[src/rtl/rtc_ciclo_lectura.sv]
// Read-cycle generator for the V3023 RTC multiplexed address/data bus.
// Runs an address phase (WR strobe carrying Dir), then a data phase (RD strobe), and returns the byte read.
`timescale 1ns/1ps

module rtc_ciclo_lectura #(
  parameter int T_AS  = 2,
  parameter int T_WR  = 10,
  parameter int T_AH  = 3,
  parameter int T_GAP = 4,
  parameter int T_RD  = 10,
  parameter int T_REC = 5
) (
  input  logic       Clock_in,
  input  logic       Reset,
  input  logic       ciclo,
  input  logic [7:0] Dir,
  input  logic [7:0] Dato_in,
  output logic [7:0] Dato_out,
  output logic       Bus_oe,
  output logic       A_D,
  output logic       CS,
  output logic       WR,
  output logic       RD,
  output logic [7:0] Dato_leido,
  output logic       Ocupado,
  output logic       Fin
);

  typedef enum logic [2:0] {
    S_IDLE,
    S_AS,
    S_AWR,
    S_AH,
    S_GAP,
    S_DRD,
    S_REC,
    S_DONE
  } state_t;

  typedef struct packed {
    logic a_d;
    logic cs;
    logic wr;
    logic rd;
    logic bus_oe;
    logic ocupado;
    logic fin;
  } pins_t;

  // Each timed state preloads its duration minus one; the state ends on the edge after zero.
  localparam logic [6:0] LD_AS  = 7'(T_AS  - 1);
  localparam logic [6:0] LD_WR  = 7'(T_WR  - 1);
  localparam logic [6:0] LD_AH  = 7'(T_AH  - 1);
  localparam logic [6:0] LD_GAP = 7'(T_GAP - 1);
  localparam logic [6:0] LD_RD  = 7'(T_RD  - 1);
  localparam logic [6:0] LD_REC = 7'(T_REC - 1);

  localparam pins_t PINS_IDLE = '{a_d: 1'b1, cs: 1'b1, wr: 1'b1, rd: 1'b1,
                                  bus_oe: 1'b0, ocupado: 1'b0, fin: 1'b0};

  state_t     state_reg, state_next;
  logic [6:0] cnt_reg, cnt_next;
  pins_t      pins_reg, pins_next;
  logic       expired;

  assign expired = (cnt_reg == 7'd0);

  // NOTE: every signal written here gets a default first, so no path can infer a latch.
  always_comb begin
    state_next = state_reg;
    cnt_next   = cnt_reg - 7'd1;
    unique case (state_reg)
      S_IDLE: begin
        cnt_next = '0;
        if (ciclo) begin
          state_next = S_AS;
          cnt_next   = LD_AS;
        end
      end
      S_AS:  if (expired) begin state_next = S_AWR; cnt_next = LD_WR;  end
      S_AWR: if (expired) begin state_next = S_AH;  cnt_next = LD_AH;  end
      S_AH:  if (expired) begin state_next = S_GAP; cnt_next = LD_GAP; end
      S_GAP: if (expired) begin state_next = S_DRD; cnt_next = LD_RD;  end
      S_DRD: if (expired) begin state_next = S_REC; cnt_next = LD_REC; end
      S_REC: if (expired) begin state_next = S_DONE; cnt_next = '0;    end
      S_DONE: begin
        state_next = S_IDLE;
        cnt_next   = '0;
      end
      default: begin
        state_next = S_IDLE;
        cnt_next   = '0;
      end
    endcase
  end

  // Pin levels are decoded from the upcoming state so they register together with it.
  always_comb begin
    pins_next = PINS_IDLE;
    unique case (state_next)
      S_AS, S_AH: pins_next = '{a_d: 1'b0, cs: 1'b1, wr: 1'b1, rd: 1'b1,
                                bus_oe: 1'b1, ocupado: 1'b1, fin: 1'b0};
      S_AWR:      pins_next = '{a_d: 1'b0, cs: 1'b0, wr: 1'b0, rd: 1'b1,
                                bus_oe: 1'b1, ocupado: 1'b1, fin: 1'b0};
      S_GAP, S_REC: pins_next = '{a_d: 1'b1, cs: 1'b1, wr: 1'b1, rd: 1'b1,
                                  bus_oe: 1'b0, ocupado: 1'b1, fin: 1'b0};
      S_DRD:      pins_next = '{a_d: 1'b1, cs: 1'b0, wr: 1'b1, rd: 1'b0,
                                bus_oe: 1'b0, ocupado: 1'b1, fin: 1'b0};
      S_DONE:     pins_next = '{a_d: 1'b1, cs: 1'b1, wr: 1'b1, rd: 1'b1,
                                bus_oe: 1'b0, ocupado: 1'b1, fin: 1'b1};
      default:    pins_next = PINS_IDLE;
    endcase
  end

  // NOTE: sequential state uses non-blocking assignments so every flop sees pre-edge values.
  always_ff @(posedge Clock_in or negedge Reset) begin
    if (!Reset) begin
      state_reg  <= S_IDLE;
      cnt_reg    <= '0;
      pins_reg   <= PINS_IDLE;
      Dato_out   <= '0;
      Dato_leido <= '0;
    end else begin
      state_reg <= state_next;
      cnt_reg   <= cnt_next;
      pins_reg  <= pins_next;
      if (state_reg == S_IDLE && ciclo) begin
        Dato_out <= Dir;
      end
      // RD is still low at this edge, so the RTC is driving valid data.
      if (state_reg == S_DRD && expired) begin
        Dato_leido <= Dato_in;
      end
    end
  end

  assign A_D     = pins_reg.a_d;
  assign CS      = pins_reg.cs;
  assign WR      = pins_reg.wr;
  assign RD      = pins_reg.rd;
  assign Bus_oe  = pins_reg.bus_oe;
  assign Ocupado = pins_reg.ocupado;
  assign Fin     = pins_reg.fin;

endmodule

[config.mk]
export PLATFORM = sky130hd
export DESIGN_NAME = rtc_ciclo_lectura
export DESIGN_NICKNAME = d
export VERILOG_FILES = /design/src/rtl/rtc_ciclo_lectura.sv
export SDC_FILE = /design/constraint.sdc
export NUM_CORES = 1
export LEC_CHECK = 0
export ABC_CLOCK_PERIOD_IN_PS = 3200
export CAP_MARGIN = 20
export CORE_UTILIZATION = 40
export DETAILED_ROUTE_END_ITERATION = 7
export PLACE_DENSITY_LB_ADDON = 0.12
export SETUP_SLACK_MARGIN = 0.2
export SLEW_MARGIN = 20
export SYNTH_ARGS = -nofsm -noshare
export SYNTH_HDL_FRONTEND = slang
export SYNTH_SLANG_ARGS = --single-unit
[constraint.sdc]
create_clock -name Clock_in -period 3.2 [get_ports Clock_in]
set_input_delay 0.48 -clock Clock_in [delete_from_list [all_inputs] [get_ports Clock_in]]
set_output_delay 0.48 -clock Clock_in [all_outputs]
set_load 0.05 [all_outputs]
==> results of run 1 <==
[cell families after synthesis]
| kind of cell | after synthesis |
|---|---|
| DFF | 33 |
| adders and majority gates | 2 |
| buffers and inverters | 16 |
| xor gates and xnor gates | 1 |
| and+or+nand+nor | 37 |
| AOI/OAI and AO/OA | 28 |
| muxes | 18 |
[layout make-up]
| cell class | count | area, sq um | share of cell area [%] |
|---|---|---|---|
| clock buffers | 8 | 90.1 | 4.29 |
| inverters | 5 | 18.8 | 0.894 |
| multi-input cells | 86 | 673 | 32.1 |
| flip-flops and latches | 33 | 831 | 39.6 |
| well taps | 48 | 60.1 | 2.86 |
| repair buffers | 43 | 425 | 20.3 |
[layout by cell type, fill, tap and decap left out, types with 2 or more instances in the layout]
master	netlist	final
clkdlybuf4s50_1	0	41
dfrtp_1	29	29
mux2_2	17	17
a21oi_1	7	7
nor3_1	6	6
a211oi_1	6	6
clkbuf_8	0	6
inv_1	5	5
dfstp_2	4	4
nand2_1	4	4
nand2b_1	3	3
nor2_1	3	3
or3_1	3	3
o31ai_1	3	3
nor3b_1	2	2
a2111oi_0	2	2
o211ai_1	2	2
nand4_1	2	2
or4_1	2	2
and3_1	2	2
o22ai_1	2	2
ha_1	2	2
clkbuf_1	7	2
buf_4	1	2
[metal layers]
metal | global-route usage, % | vias up | routed length [microns]
met2 | 26.8 | 57 | 1520
li1 | - | 580 | -
met4 | 8.89 | 0 | 81
met5 | 0 | - | 0
met1 | 23.2 | 598 | 1470
met3 | 5.63 | 10 | 266
[path summary, 6_finish.rpt]
path / slack, ns / depth (start not counted) / end / from
min in group asynchronous: 0.60 / 2 / Dato_out[4] / Reset
min reg2reg: 0.51 / 1 / Dato_leido[7] / Dato_leido[7]
min: 0.51 / 1 / Dato_leido[7] / Dato_leido[7]
max: 1.01 / 5 / Dato_leido[1] / cnt_reg[0]
max in group asynchronous: 2.28 / 2 / A_D / Reset
max reg2reg: 1.01 / 5 / Dato_leido[1] / cnt_reg[0]
[power groups by stage]
stage / logic (mW) / clock network [mW] / registers [mW]
2_1_floorplan: 0.558 / 0 / 1.03
3_3_place_gp: 1.12 / 0 / 0.750
3_5_place_dp: 1.15 / 0 / 0.763
4_1_cts: 1.15 / 0.326 / 0.755
5_1_grt: 1.22 / 0.344 / 0.786
6_report: 1.15 / 0.316 / 0.757
==> flow_summary.json, run 1 <==
{
  "status": "complete, no violations",
  "worst_path_max_delay_cell": "or3b_1",
  "seq_power_share_pct": 34.1,
  "first_pass_iters": 4,
  "cts_sinks": 33,
  "cp.required_ns": 3.37,
  "hold-worst-slack_ns": 0.508,
  "coreArea_sq_um": 3720,
  "syn_avg_cell_area_sq_um": 11.7,
  "clock_latency_ns": 0.28,
  "fin_crit_sh_pct": 68.3,
  "synth_edf_count": 0,
  "critPathBufInv": 1,
  "synth_cell_types": 42,
  "place_area_sq_um": 2010,
  "worst_slack_ns": 1.01,
  "ys_seq_elements": 33,
  "pin_count": 42,
  "synthTopCellsByCount": "dfrtp_1, mux2_2, a21oi_1, clkbuf_1",
  "grt_overflow": 0,
  "power.leakage_nw": 0.880,
  "ys_warn_count": 0,
  "peakVddDrop_mv": 0.445,
  "finish.instance_area_sq_um": 2100,
  "critPathMaxStageDelay_ns": 0.52,
  "path_class": "flip-flop to flip-flop",
  "syn_nets": 156,
  "crit_arrival_ns": 2.35,
  "synth_fa_ha_area_share_pct": 1.58,
  "end_kind": "flip-flop",
  "synth-xor-area-share_pct": 0.553,
  "synthSimpleGateAreaFrac_pct": 15.4,
  "fin_setup_tns_ns": 0,
  "post_cts_buffers": 0,
  "synth_area_sq_um": 1580,
  "drv_slew": 0,
  "worstPathCellList": "inv_1, ha_1, or3b_1, nor3_4, mux2_2",
  "drive_gt1_share_pct": 18.9,
  "synth.yosys.seq_area_share_pct": 52.4,
  "muxShareOfSynthArea_pct": 12.7,
  "maxCapViolations": 0,
  "final_util_pct": 56.5,
  "final_nets": 195,
  "netSwitchingPower_mw": 1.01,
  "htree_num_levels": 2,
  "synthFlopType": "dfrtp_1",
  "postRouteAntennaNets": 0,
  "die_h_microns": 64.9,
  "intPower_mw": 1.21,
  "yosys.area.top_type": "dfrtp_1",
  "grt_pass1_vias": 1212,
  "num_vias": 1245,
  "place_hpwl_microns": 2350,
  "area_growth_pct": 32.5,
  "ctsHoldBuffers": 0,
  "crit_path_max_fanout": 9,
  "netlist.area_leader.share_pct": 45.8,
  "pre_cts_ws_ns": 1.03,
  "rows": 22,
  "port_buffers": 41,
  "die_w_microns": 64.9,
  "wl_microns": 3330,
  "antennaDiodeCount": 0,
  "grt_max_degree": 34,
  "powerDensity_nw_per_um2": 1060,
  "clkSlewWorstSetupHoldPaths_ns": 0.06,
  "grtUsageTotal_pct": 17.9,
  "power_mw": 2.22,
  "finalNonFillerCells": 223,
  "grt_pass1_wl_microns": 5620,
  "relSlewSlack_pct": 62.4,
  "synth_compound_area_share_pct": 12.2,
  "cts_inserted_buffers": 5,
  "hold_viol": 0,
  "pwr-share-comb_pct": 51.7,
  "netSwitchingFraction_pct": 45.4,
  "setup_violations": 0,
  "drc_errors": 0,
  "drt_iter0_drc": 72,
  "period_needed_ns": 2.19,
  "startpoint_type": "flip-flop",
  "dp_cells": 215,
  "gp_congestion": 0.973,
  "hold_path.class": "flip-flop to flip-flop",
  "wl_per_cell_microns": 14.9,
  "vias_per_cell": 5.58,
  "cts_tree": "done",
  "cts-root-buf": "clkbuf_8",
  "rsz0062_at_grt": "no",
  "synthCells": 135,
  "post_cts_resized": 0,
  "crit_family": "simple AND/OR/NAND/NOR gates",
  "synthArstFlopShare_pct": 100,
  "clock_skew_ns": 0.00311,
  "initial_core_util_pct": 42.6,
  "fmax_mhz": 457,
  "clockBufferDepth": 2,
  "tightestPinTransition_ns": 0.560,
  "clockPowerShare_pct": 14.2,
  "grt_antenna_before_repair": 0,
  "synth_top_family_by_area": "simple AND/OR/NAND/NOR gates",
  "dieArea_sq_um": 4220,
  "synth.area.top_cells": "dfrtp_1, mux2_2, dfstp_2",
  "synth.most_common_cell": "dfrtp_1",
  "fillers": 307
}
Note: power is estimated with default switching activity, not from simulation.
==> inputs of run 2 (changes only) <==
--- a/config.mk
+++ b/config.mk
@@ -5,7 +5,7 @@
 export SDC_FILE = /design/constraint.sdc
 export NUM_CORES = 1
 export LEC_CHECK = 0
-export ABC_CLOCK_PERIOD_IN_PS = 3200
+export ABC_CLOCK_PERIOD_IN_PS = 2300
 export CAP_MARGIN = 20
 export CORE_UTILIZATION = 40
 export DETAILED_ROUTE_END_ITERATION = 7
==> constraint.sdc (replaced) <==
create_clock -name Clock_in -period 2.3 [get_ports Clock_in]
set_input_delay 0.345 -clock Clock_in [delete_from_list [all_inputs] [get_ports Clock_in]]
set_output_delay 0.345 -clock Clock_in [all_outputs]
set_load 0.05 [all_outputs]
==> flow_summary.json, run 2 (same netlist as run 1, synthesis figures left out) <==
{
  "status": "complete, no violations",
  "end_kind": "output pin",
  "intPower_mw": 1.67,
  "clockPowerShare_pct": 13.2,
  "drc_errors": 0,
  "cts-root-buf": "clkbuf_8",
  "vias_per_cell": 5.59,
  "antennaDiodeCount": 0,
  "place_hpwl_microns": 2300,
  "pre_cts_ws_ns": 0.245,
  "pin_count": 42,
  "wl_microns": 3260,
  "seq_power_share_pct": 33.7,
  "critPathMaxStageDelay_ns": 0.79,
  "tightestPinTransition_ns": 0.572,
  "fmax_mhz": 516,
  "crit_path_max_fanout": 1,
  "worst_slack_ns": 0.361,
  "die_w_microns": 64.9,
  "fin_setup_tns_ns": 0,
  "clock_latency_ns": 0.28,
  "grt_pass1_vias": 1185,
  "period_needed_ns": 1.94,
  "initial_core_util_pct": 42.6,
  "netSwitchingPower_mw": 1.40,
  "power.leakage_nw": 0.898,
  "drive_gt1_share_pct": 21.3,
  "critPathBufInv": 1,
  "final_common_cell": "clkdlybuf4s50_1",
  "rsz0062_at_grt": "no",
  "grt_pass1_wl_microns": 5400,
  "grt_overflow": 0,
  "rows": 22,
  "cp.required_ns": 1.96,
  "startpoint_type": "flip-flop",
  "netSwitchingFraction_pct": 45.6,
  "cts_tree": "done",
  "clockBufferDepth": 2,
  "path_class": "flip-flop to output pin",
  "drt_iter0_drc": 45,
  "port_buffers": 41,
  "coreArea_sq_um": 3720,
  "relSlewSlack_pct": 61.6,
  "powerDensity_nw_per_um2": 1440,
  "hold_path.class": "input pin to asynchronous set/reset pin",
  "grt_antenna_before_repair": 0,
  "peakVddDrop_mv": 0.602,
  "regToRegSetupSlack_ns": 0.37,
  "clock_skew_ns": 0.000897,
  "maxCapViolations": 0,
  "power_mw": 3.07,
  "setup_violations": 0,
  "clkSlewWorstSetupHoldPaths_ns": 0.06,
  "htree_num_levels": 2,
  "final_nets": 198,
  "grt_max_degree": 34,
  "wl_per_cell_microns": 14.4,
  "layout_common_cells": "clkdlybuf4s50_1, dfrtp_1, mux2_2, a21oi_1, a211oi_1",
  "crit_family": "buffers and inverters",
  "postRouteAntennaNets": 0,
  "drv_slew": 0,
  "first_pass_iters": 4,
  "fin_crit_sh_pct": 84.3,
  "worstPathCellList": "clkdlybuf4s50_1",
  "crit_arrival_ns": 1.59,
  "cts_inserted_buffers": 5,
  "hold_viol": 0,
  "cts_sinks": 33,
  "grtUsageTotal_pct": 17.2,
  "dieArea_sq_um": 4220,
  "fillers": 323,
  "die_h_microns": 64.9,
  "area_growth_pct": 34.5,
  "num_vias": 1263,
  "pwr-share-comb_pct": 53.2,
  "worst_path_max_delay_cell": "clkdlybuf4s50_1",
  "gp_congestion": 0.838
}
-- run 2: path summary, 6_finish.rpt --
check | start | depth (start not counted) | end
setup / recovery | RD | 1 | RD
hold / removal | Reset | 2 | Dato_out[2]
setup reg to reg | cnt_reg[0] | 6 | Dato_leido[1]
hold reg to reg | Dato_out[6] | 1 | Dato_out[6]
max in group asynchronous | Reset | 2 | CS
min in group Clock_in | Dato_out[6] | 1 | Dato_out[6]
-- run 2: metrics by stage --
stage | hold slack [ns] | utilization, % | instance area (sq um) | std cells
CTS | 0.478 | 56.7 | 2110 | 225
finish | 0.470 | 57.3 | 2130 | 226
global placement | 0.487 | 54.4 | 2020 | 217
detailed placement | 0.495 | 54.4 | 2020 | 217
floorplan | 0.0494 | - | 1580 | 135
global route | 0.497 | 57.3 | 2130 | 226
-- run 2: per-layer routing --
layer,vias up,global-route usage (%),share of wire [%]
li1,590,-,-
met1,625,20.7,43
met2,44,27.7,48
met3,4,5.46,7.2
met4,0,8.33,1.4
met5,-,0,0
-- run 2: cell type report --
class	instances	area (sq um)	area share (%)
multi-input cells	86	678	31.8
well taps	48	60.1	2.82
repair buffers	46	460	21.6
inverters	5	18.8	0.881
clock buffers	6	72.6	3.41
clock inverters	2	10.0	0.470
flip-flops and latches	33	831	39.0
-- run 2: repair_timing --
action                     4_1_cts  5_1_grt
hold buffers                     0        0
setup buffers                    0        1
setup endpoints to repair        0        9
gates resized for setup          0        1
-- run 2: power groups by stage --
stage | Clock [mW] | Sequential [mW] | Combinational, mW
2_1_floorplan | 0 | 1.43 | 0.776
3_3_place_gp | 0 | 1.03 | 1.62
3_5_place_dp | 0 | 1.04 | 1.63
4_1_cts | 0.422 | 1.03 | 1.63
5_1_grt | 0.452 | 1.06 | 1.74
6_report | 0.405 | 1.03 | 1.63
